`src/rtl/mem_wb_stage.sv`:
```
// mem_wb_stage: MEM/WB pipeline register plus writeback stage.
//
// Registers the memory-cycle results, then extracts and extends load data
// (LB/LH/LW/LBU/LHU), picks the register-file write value (load data,
// PC+4 link, or ALU result) and drives the register-file write port, which
// also feeds the forwarding unit.
//
// Optional build macro: RETIRE_COUNTER_EN adds a 64-bit retired-instruction
// counter on output InstretW.
//
// Ports:
//   clk, reset           rising-edge clock, asynchronous active-low reset
//   StallW, FlushW       hold / bubble the MEM/WB register (flush wins)
//   ValidM .. WriteAddressM  memory-cycle instruction fields
//   RegWriteEnW          register-file write enable
//   WriteAddressW        register-file write address
//   WriteDataW           register-file write data / forwarding value
//   ValidW               a valid instruction occupies WB
//   LoadMisalignW        sticky misaligned-load flag
//   InstretW             retired-instruction count (RETIRE_COUNTER_EN only)
module mem_wb_stage #(
  parameter int XLEN       = 32,
  parameter int REG_ADDR_W = 5
) (
  input  logic                  clk,
  input  logic                  reset,
  input  logic                  StallW,
  input  logic                  FlushW,
  input  logic                  ValidM,
  input  logic                  RegWriteM,
  input  logic                  MemReadM,
  input  logic                  JtypeM,
  input  logic [2:0]            Funct3M,
  input  logic [XLEN-1:0]       ALUOutM,
  input  logic [XLEN-1:0]       DataMemOutM,
  input  logic [XLEN-1:0]       PCPlus4M,
  input  logic [REG_ADDR_W-1:0] WriteAddressM,
  output logic                  RegWriteEnW,
  output logic [REG_ADDR_W-1:0] WriteAddressW,
  output logic [XLEN-1:0]       WriteDataW,
  output logic                  ValidW,
  output logic                  LoadMisalignW
`ifdef RETIRE_COUNTER_EN
  ,
  output logic [63:0]           InstretW
`endif
);

  logic                  validQ, regWriteQ, memReadQ, jtypeQ;
  logic [2:0]            funct3Q;
  logic [XLEN-1:0]       aluOutQ, memDataQ, pcPlus4Q;
  logic [REG_ADDR_W-1:0] rdQ;
  logic                  misalignStickyQ;

  logic [7:0]            byteSel;
  logic [15:0]           halfSel;
  logic [XLEN-1:0]       loadData;
  logic                  addrMisalign;
  logic                  curMisalign;

  // MEM/WB register. Flush clears the data fields too so a bubble always
  // presents WriteDataW=0.
  always_ff @(posedge clk or negedge reset) begin
    if (!reset) begin
      validQ          <= 1'b0;
      regWriteQ       <= 1'b0;
      memReadQ        <= 1'b0;
      jtypeQ          <= 1'b0;
      funct3Q         <= '0;
      aluOutQ         <= '0;
      memDataQ        <= '0;
      pcPlus4Q        <= '0;
      rdQ             <= '0;
      misalignStickyQ <= 1'b0;
    end else begin
      if (FlushW) begin
        validQ    <= 1'b0;
        regWriteQ <= 1'b0;
        memReadQ  <= 1'b0;
        jtypeQ    <= 1'b0;
        funct3Q   <= '0;
        aluOutQ   <= '0;
        memDataQ  <= '0;
        pcPlus4Q  <= '0;
        rdQ       <= '0;
      end else if (!StallW) begin
        validQ    <= ValidM;
        regWriteQ <= RegWriteM;
        memReadQ  <= MemReadM;
        jtypeQ    <= JtypeM;
        funct3Q   <= Funct3M;
        aluOutQ   <= ALUOutM;
        memDataQ  <= DataMemOutM;
        pcPlus4Q  <= PCPlus4M;
        rdQ       <= WriteAddressM;
      end
      // The live flag covers the cycle the load sits in WB; this register
      // keeps it asserted afterwards.
      if (curMisalign) misalignStickyQ <= 1'b1;
    end
  end

  // Load extraction from the registered word. Unknown funct3 behaves as LW.
  always_comb begin
    byteSel = 8'h00;
    case (aluOutQ[1:0])
      2'd0: byteSel = memDataQ[7:0];
      2'd1: byteSel = memDataQ[15:8];
      2'd2: byteSel = memDataQ[23:16];
      2'd3: byteSel = memDataQ[31:24];
      default: byteSel = 8'h00;
    endcase
    halfSel      = aluOutQ[1] ? memDataQ[31:16] : memDataQ[15:0];
    loadData     = memDataQ;
    addrMisalign = 1'b0;
    case (funct3Q)
      3'b000: loadData = {{(XLEN-8){byteSel[7]}}, byteSel};
      3'b100: loadData = {{(XLEN-8){1'b0}}, byteSel};
      3'b001: begin
        loadData     = {{(XLEN-16){halfSel[15]}}, halfSel};
        addrMisalign = aluOutQ[0];
      end
      3'b101: begin
        loadData     = {{(XLEN-16){1'b0}}, halfSel};
        addrMisalign = aluOutQ[0];
      end
      default: begin
        loadData     = memDataQ;
        addrMisalign = |aluOutQ[1:0];
      end
    endcase
  end

  assign curMisalign = validQ & memReadQ & addrMisalign;

  // Load beats link beats ALU result; data is driven even when not writing.
  assign WriteDataW    = memReadQ ? loadData : (jtypeQ ? pcPlus4Q : aluOutQ);
  assign RegWriteEnW   = validQ & regWriteQ & (rdQ != '0) & ~curMisalign;
  assign WriteAddressW = rdQ;
  assign ValidW        = validQ;
  assign LoadMisalignW = misalignStickyQ | curMisalign;

`ifdef RETIRE_COUNTER_EN
  // An instruction retires when it leaves WB: either the register advances
  // (no stall) or a flush overrides the stall and replaces it with a bubble.
  logic [63:0] instretQ;
  always_ff @(posedge clk or negedge reset) begin
    if (!reset)                               instretQ <= '0;
    else if (validQ && (!StallW || FlushW))   instretQ <= instretQ + 64'd1;
  end
  assign InstretW = instretQ;
`endif

endmodule

```
`config.mk`:
```
export PLATFORM = sky130hd
export DESIGN_NAME = mem_wb_stage
export DESIGN_NICKNAME = d
export VERILOG_FILES = /design/src/rtl/mem_wb_stage.sv
export SDC_FILE = /design/constraint.sdc
export NUM_CORES = 1
export LEC_CHECK = 0
export ABC_CLOCK_PERIOD_IN_PS = 1800
export CORE_UTILIZATION = 50
export CTS_BUF_LIST = sky130_fd_sc_hd__clkbuf_4 sky130_fd_sc_hd__clkbuf_8 sky130_fd_sc_hd__clkbuf_16
export DETAILED_ROUTE_END_ITERATION = 8
export GPL_TIMING_DRIVEN = 0
export PLACE_DENSITY_LB_ADDON = 0.25
export SYNTH_ARGS = -nofsm -noshare
export SYNTH_HDL_FRONTEND = slang
export SYNTH_SLANG_ARGS = --single-unit
```
`constraint.sdc`:
```
create_clock -name clk -period 1.8 [get_ports clk]
set_clock_uncertainty 0.05 [all_clocks]
set_input_delay 0.27 -clock clk [delete_from_list [all_inputs] [get_ports clk]]
set_output_delay 0.27 -clock clk [all_outputs]
set_load 0.05 [all_outputs]
```
==> out/results.txt, run 1 <==
Status = complete, but fails checks
Failing checks = negative setup slack
CP delay by family, top = buffers and inverters
Clk sinks = 109
Final WS setup = -489 ps
Post-Syn Nets = 664
Static leakage = 4.07 nW
Power density cells = 764 nW/um^2
Peak supply drop = 0.000571 V
Asr flop ratio synth = 100%
Clock tree buffer depth = 2
Crit. End Element = output port
Final hold violation count = 0
Max_cap viols = 0
Worst path arrival time = 1970 ps
Syn avg cell area = 10.7 sq um
Cell internal pwr = 0.00468 W
P&R area growth vs syn = 49.8%
Startpoint Class = flip-flop
Core Rows = 39
Yosys warnings = 0
#FFs+latches synth = 109
Cell count after synthesis = 552
Switching part of the total = 31.1%
Worst Hold Slack = 441 ps
Relative slew slack = 53.3%
Port buffer count = 149
TritonCTS clock tree = built
Gpl congestion = 0.905
P_sw = 0.00211 W
Final net count = 844
Max Fanout on Critical Path = 10
Placed cell count = 845
Worst path bufs/invs = 3
Most frequent cells in the layout = 126 x mux2i_1, 109 x nor2_1, 108 x dfrtp_1, 108 x clkdlybuf4s50_1, 43 x buf_6
Layout Cells excl Fill = 880
Setup violators final = 34
F_max = 437 MHz
CORE AREA = 11,500 sq um
Combinational power share = 28.5%
Seq. cell area = 2730 sq um
Die footprint = 12,300 sq um
Vias in the first global route = 5,423
Residual DRC = 0
Crit Path Class = flip-flop to output port
Unrepaired setup endpoints after global routing = yes
Multi-input logic area = 3520 sq um
Seq pwr share = 40.1%
Post-synth EDFFs = 0
Worst Hold Class = flip-flop to flip-flop
Initial antenna violation count = 0
Largest net degree at the start of global routing = 60
Vias per std cell = 5.88
Area post-placement = 7940 sq um
Final instance area = 8890 sq um
Post-layout min period = 2290 ps
WL per Instance = 21.5 um
H-tree Lvls = 3
Total wire length = 18,900 um
Final Max Tran Viols = 0
Slew @ Worst Pin = 700 ps
Layout Utilization = 77.5%
Most common cell after layout, fill and taps aside = mux2i_1
Initial detailed-routing violation count = 343
Die X-Extent = 111 um
Fillers = 699
CTS clk-pin slew, worst paths = 70 ps
Io pins = 152
CTS Root Cell = clkbuf_16
1st-pass router iterations = 5
Grt ovf = 0
Vias = 5,176
Ant. Diodes = 0
Main synth FF type = dfrtp_1
Clock share of power = 31.5%
Initial Utilization = 51.7%
Slowest CP cell = dfrtp_1
Post-synthesis instance area = 5930 sq um
Netlist cell types = 39
GRT Util Overall = 30.5%
Critical path, cell by cell = buf_2 -> buf_4 -> and3b_1 -> a31oi_1 -> a41oi_4 -> buf_6
Antenna-violating nets left = 0
HPWL Detailed = 12,600 um
Clk_lat worst skew = 350 ps
Worst EP required = 1480 ps
Sequential share of the synthesized area = 46.0%
Die span in y = 111 um
Setup TNS = -13,960 ps
Num CTS Buffers = 9
Largest stage delay, worst path = 380 ps
Final cycle utilization of the critical path = 127%
Share of layout cells above drive strength 1 = 26.5%
First-pass GRT wire length = 28,900 um
[layout make-up]
cell class              count  area share (%)
clock inverters             7            1.01
plain buffers              49            3.90
well taps                 143            2.01
clock buffers               9            2.53
repair buffers            170            19.9
inverters                   7           0.296
multi-input cells         386            39.6
flip-flops and latches    109            30.7
[stage by stage]
stage,setup WS (ps),power [W]
finish,-489,0.00679
CTS,-426,0.00671
floorplan,-219,0.00376
global placement,-3600,0.00439
global route,-525,0.00701
detailed placement,-870,0.00443
[state kept, by name, summed over array words and instances (netlist names)]
register	count
memReadQ	1
jtypeQ	1
memDataQ	32
misalignStickyQ	1
WriteAddressW	5
aluOutQ	32
funct3Q	3
regWriteQ	1
pcPlus4Q	32
ValidW	1
[per-layer routing]
metal  track usage [%]  up-vias  wire length [um]
met1              38.6     2565              7870
met2              49.5      233              9180
met3              6.56       53              1180
met5                 0        -                 0
li1                  -     2325                 -
met4              15.4        0               674
[worst reg2reg max path: stages (launching register included)]
cell and delay, ps:
dfrtp_1 410, buf_2 190, buf_4 190, o21ai_2 150
a21oi_2 90, or2_2 280
[final timing paths]
path	from	depth (start not counted)	slack (ps)	end
max reg2reg	aluOutQ[1]	5	330	misalignStickyQ
max	aluOutQ[1]	6	-490	WriteDataW[11]
max in group asynchronous	reset	3	520	aluOutQ[14]
min	misalignStickyQ	1	440	misalignStickyQ
min reg2reg	misalignStickyQ	1	440	misalignStickyQ
min in group asynchronous	reset	2	450	WriteAddressW[0]
[cell usage after synthesis, types with 5 or more instances]
cell type | instances | area [sq um]
dfrtp_1 | 109 | 2730
buf_4 | 5 | 37.5
and3b_1 | 9 | 78.8
buf_6 | 5 | 56.3
o21ai_2 | 10 | 87.6
a2bb2oi_1 | 13 | 114
nor2b_1 | 18 | 113
nor2_1 | 111 | 417
mux2i_1 | 126 | 1260
a41oi_1 | 9 | 78.8
nand2_1 | 12 | 45.0
inv_1 | 7 | 26.3
o21ai_0 | 7 | 35.0
clkbuf_1 | 12 | 45.0
o32ai_1 | 7 | 61.3
a211oi_1 | 16 | 120
a31oi_1 | 9 | 56.3
mux2_2 | 7 | 78.8
buf_2 | 25 | 125
a221oi_2 | 7 | 105
[kinds of logic (layout without fill, tap and decap cells)]
kind of cell | count (synthesis) | after routing | synth area share [%]
multiplexers | 136 | 136 | 23.3
AND/OR/NAND/NOR | 164 | 164 | 13.1
AO/OA/AOI/OAI | 86 | 86 | 12.5
flip-flops | 109 | 109 | 46.0
buffers and inverters | 57 | 242 | 5.10
[power groups by stage]
stage / sequential [W] / combinational [W] / clock [W]
after floorplan: 0.00273 / 0.00103 / 0
after global placement: 0.00274 / 0.00165 / 0
after detailed placement: 0.00275 / 0.00168 / 0
after CTS: 0.00271 / 0.00186 / 0.00215
after global routing: 0.00273 / 0.00203 / 0.00225
final: 0.00272 / 0.00193 / 0.00214
[repair_timing]
| action | in CTS | in global routing |
|---|---|---|
| cloned | 1 | 1 |
| gates resized for setup | 295 | 30 |
| hold endpoints to repair | 50 | 0 |
| setup endpoints to repair | 40 | 34 |
| buffers inserted | 15 | 2 |
| hold buffers | 1 | 0 |
| pin swaps | 25 | 6 |
Power figures use the tool's default switching activity.
==> run 2: changes to the inputs <==
- ABC_AREA: unset -> 1
- CORE_UTILIZATION: 50 -> 49
- HOLD_SLACK_MARGIN: unset -> 0.08
==> run 2 against run 1 <==
  * The run still ends with negative setup slack left
  * Power rose by 3.6%
  * Die area down 1.2%
  * Area after synthesis is 3.2% lower
  * Sequential cell count stayed put
  * Clock power rose by 4%
  * Non-clock buffer count up 4
  * Final area shrank 8.1%
  * Sequential share of layout area rose by 2.7 points
  * Register-to-register slack better by 120 ps
  * Hold slack got worse by 190 ps
  * Final cell count grew 19%
  * Utilization down 6.0 points
  * Critical endpoint is now WriteDataW[23]
  * Largest cell class is now flip-flops and latches
==> out/results.txt, run 2 <==
Status = complete, but fails checks
Failing checks = negative setup slack
Die footprint = 12,200 sq um (-1.2%)
Area post-placement = 7510 sq um (-5.4%)
Num CTS Buffers = 9 (unchanged)
Setup crit end = WriteDataW[23]
GRT Util Overall = 33.4% (+2.9 points)
Clk_lat worst skew = 360 ps (about the same)
Placed cell count = 1,020 (+21%)
Most area-hungry cell type in the Yosys netlist = dfrtp_1
Switching part of the total = 33.5% (+2.4 points)
Gpl congestion = 0.885 (-2.2%)
Clock share of power = 31.5% (about the same)
Cell internal pwr = 0.00468 W (about the same)
Final total power = 0.00704 W (+3.6%)
H-tree Lvls = 3 (unchanged)
Syn avg cell area = 7.91 sq um (-26%)
P&R area growth vs syn = 42.2%
Startpoint Class = flip-flop
Top Registers = aluOutQ x32, memDataQ x32, pcPlus4Q x32
Final instance area = 8170 sq um (-8.1%)
Netlist cell types = 25 (-36%)
Final WS setup = -377 ps (+112 ps)
FF-to-FF End = misalignStickyQ
Crit Path Class = flip-flop to output port
TritonCTS clock tree = built
Most common cell after layout, fill and taps aside = nand3_1
CORE AREA = 11,400 sq um (-0.42%)
Peak supply drop = 0.000770 V (+35%)
Slew @ Worst Pin = 794 ps (+93.3 ps)
Static leakage = 3.70 nW (-9.1%)
Top-count cell post-synth = nand3_1
Clock tree buffer depth = 2 (unchanged)
Initial Utilization = 50.3% (-1.4 points)
Largest net degree at the start of global routing = 61 (+1.7%)
P_sw = 0.00236 W (+12%)
Post-synthesis instance area = 5740 sq um (-3.2%)
Post-synth EDFFs = 0 (unchanged)
Final Max Tran Viols = 0 (unchanged)
Top-area cell type share of the netlist area = 47.5% (+1.5 points)
F_max = 459 MHz (+5.2%)
Most frequent cells in the layout = 124 x nand3_1, 113 x o21ai_0, 109 x clkdlybuf4s50_1, 107 x dfrtp_1, 82 x nand2_1
Synth area leaders = dfrtp_1 47%, nand3_1 11%, o21ai_0 10%, nand2_1 5.9%, a21oi_1 5.5%
Final hold violation count = 0 (unchanged)
Initial antenna violation count = 0 (unchanged)
Setup violators final = 34 (unchanged)
Worst path arrival time = 1860 ps (-110 ps)
Initial detailed-routing violation count = 453 (+32%)
FF-to-FF setup slack = 450 ps (+120 ps)
Worst r2r src = aluOutQ[1]
Residual DRC = 0 (unchanged)
Worst Hold Slack = 249 ps (-191 ps)
Fillers = 939 (+34%)
Ant. Diodes = 0 (unchanged)
Cell count after synthesis = 726 (+32%)
Asr flop ratio synth = 100% (unchanged)
Crit-path most repeated cell = buf_6
Final cycle utilization of the critical path = 121% (-6.2 points)
Die span in y = 110 um (-0.59%)
Post-synth top cells = 128 x nand3_1, 119 x o21ai_0, 109 x dfrtp_1, 91 x nand2_1, 80 x inv_1
CTS Root Cell = clkbuf_16
First-pass GRT wire length = 29,500 um (+2.4%)
Crit. End Element = output port
Vias per std cell = 5.58 (-5.1%)
Share of layout cells above drive strength 1 = 19.2% (-7.2 points)
Layout Cells excl Fill = 1,048 (+19%)
Io pins = 152 (unchanged)
Yosys warnings = 0 (unchanged)
Total wire length = 19,500 um (+3.2%)
Final net count = 1,012 (+20%)
Post-Syn Nets = 838 (+26%)
#FFs+latches synth = 109 (unchanged)
Seq pwr share = 38.7% (-1.4 points)
Die X-Extent = 110 um (-0.59%)
Main synth FF type = dfrtp_1
Core Rows = 39 (unchanged)
Combinational power share = 29.8% (+1.3 points)
1st-pass router iterations = 5 (unchanged)
Post-layout min period = 2180 ps (-112 ps)
Antenna-violating nets left = 0 (unchanged)
Unrepaired setup endpoints after global routing = yes
Port buffer count = 150 (+0.67%)
Slowest CP cell = dfrtp_1
Max_cap viols = 0 (unchanged)
Critical path, cell by cell = buf_6 -> inv_6 -> nand2_4 -> nand3_2 -> nand4_4 -> buf_6 -> nand3_2 -> nand2_1 -> inv_1 -> buf_6
Power density cells = 862 nW/um^2 (+13%)
Vias = 5,851 (+13%)
HPWL Detailed = 14,700 um (+17%)
Critical Path Source = aluOutQ[1]
Sequential share of the synthesized area = 47.5% (+1.5 points)
Vias in the first global route = 5,657 (+4.3%)
Largest stage delay, worst path = 390 ps (about the same)
Grt ovf = 0 (unchanged)
Max Fanout on Critical Path = 10 (unchanged)
Worst EP required = 1480 ps (about the same)
Worst Hold Class = input port to flip-flop
WL per Instance = 18.6 um (-13%)
Clk sinks = 109 (unchanged)
CTS clk-pin slew, worst paths = 70 ps (about the same)
FF-to-FF path depth = 5 (unchanged)
Relative slew slack = 47.1% (-6.2 points)
run 2: changes by cell type after synthesis, sizes merged, moves of 10 or more:
cell / previous run / this run
nand3: 3 / 141
mux2i: 126 / 0
o21ai: 17 / 133
nor2: 111 / 11
nand2: 12 / 98
inv: 7 / 86
a21oi: 1 / 65
nor2b: 18 / 0
a2bb2oi: 13 / 0
clkbuf: 13 / 26
mux2: 10 / 0
run 2: timing repair:
action / 4_1_cts / 5_1_grt
pin swaps: 7 / 2
hold endpoints to repair: 59 / 0
hold buffers: 1 / 0
resized for setup: 292 / 31
cloned: 0 / 1
buffers inserted: 8 / 3
setup endpoints to repair: 40 / 34
run 2: worst min-delay path by stage:
stage,cells past startpoint,endpoint,slack (ps),startpoint
after detailed placement,1,aluOutQ[12],350,reset
after global routing,3,memDataQ[28],270,StallW
final,3,memDataQ[28],250,StallW
after floorplan,0,ValidW,-80,reset
after CTS,3,memDataQ[28],240,StallW
after global placement,1,misalignStickyQ,390,misalignStickyQ
run 2: layer usage:
metal	routed length (um)	GRT usage, %	vias up
met3	1460	7.47	33
met1	8210	43.3	2780
met2	9430	55.3	247
met4	417	11.3	0
li1	-	-	2791
met5	0	0	-
run 2: logic make-up after synthesis:
kind of cell / after synthesis / synth area share [%]
buffers and inverters: 146 / 10.8
AOI/OAI and AO/OA: 215 / 19.8
DFF: 109 / 47.5
and+or+nand+nor: 256 / 21.9
run 2: power groups by stage:
stage	registers, W	logic, W	clock network, W
final	0.00272	0.00210	0.00222
after global placement	0.00276	0.00188	0
after global routing	0.00274	0.00224	0.00230
after detailed placement	0.00276	0.00191	0
after floorplan	0.00275	0.00111	0
after CTS	0.00272	0.00204	0.00222
run 2: critical path: cells and delay by family (launching register included):
family	cells	cell delay [ps]
DFF	1	390
and+or+nand+nor	5	450
buffers and inverters	5	650
run 2: cell type report:
class | count | area [sq um] | area share, %
plain buffers | 60 | 358 | 4.38
clock buffers | 10 | 233 | 2.85
clock inverters | 6 | 91.3 | 1.12
inverters | 86 | 338 | 4.14
multi-input cells | 471 | 2570 | 31.4
flip-flops and latches | 109 | 2730 | 33.4
well taps | 143 | 179 | 2.19
repair buffers | 163 | 1670 | 20.5
run 2: through the flow:
| step | setup WS (ps) | utilization [%] | setup TNS [ps] |
|---|---|---|---|
| finish | -377 | 71.5 | -11020 |
| global route | -448 | 71.5 | -13340 |
| CTS | -361 | 70.7 | -10450 |
| detailed placement | -774 | 65.7 | -28670 |
| floorplan | -23.7 | - | -190 |
| global placement | -3640 | 65.5 | -421900 |
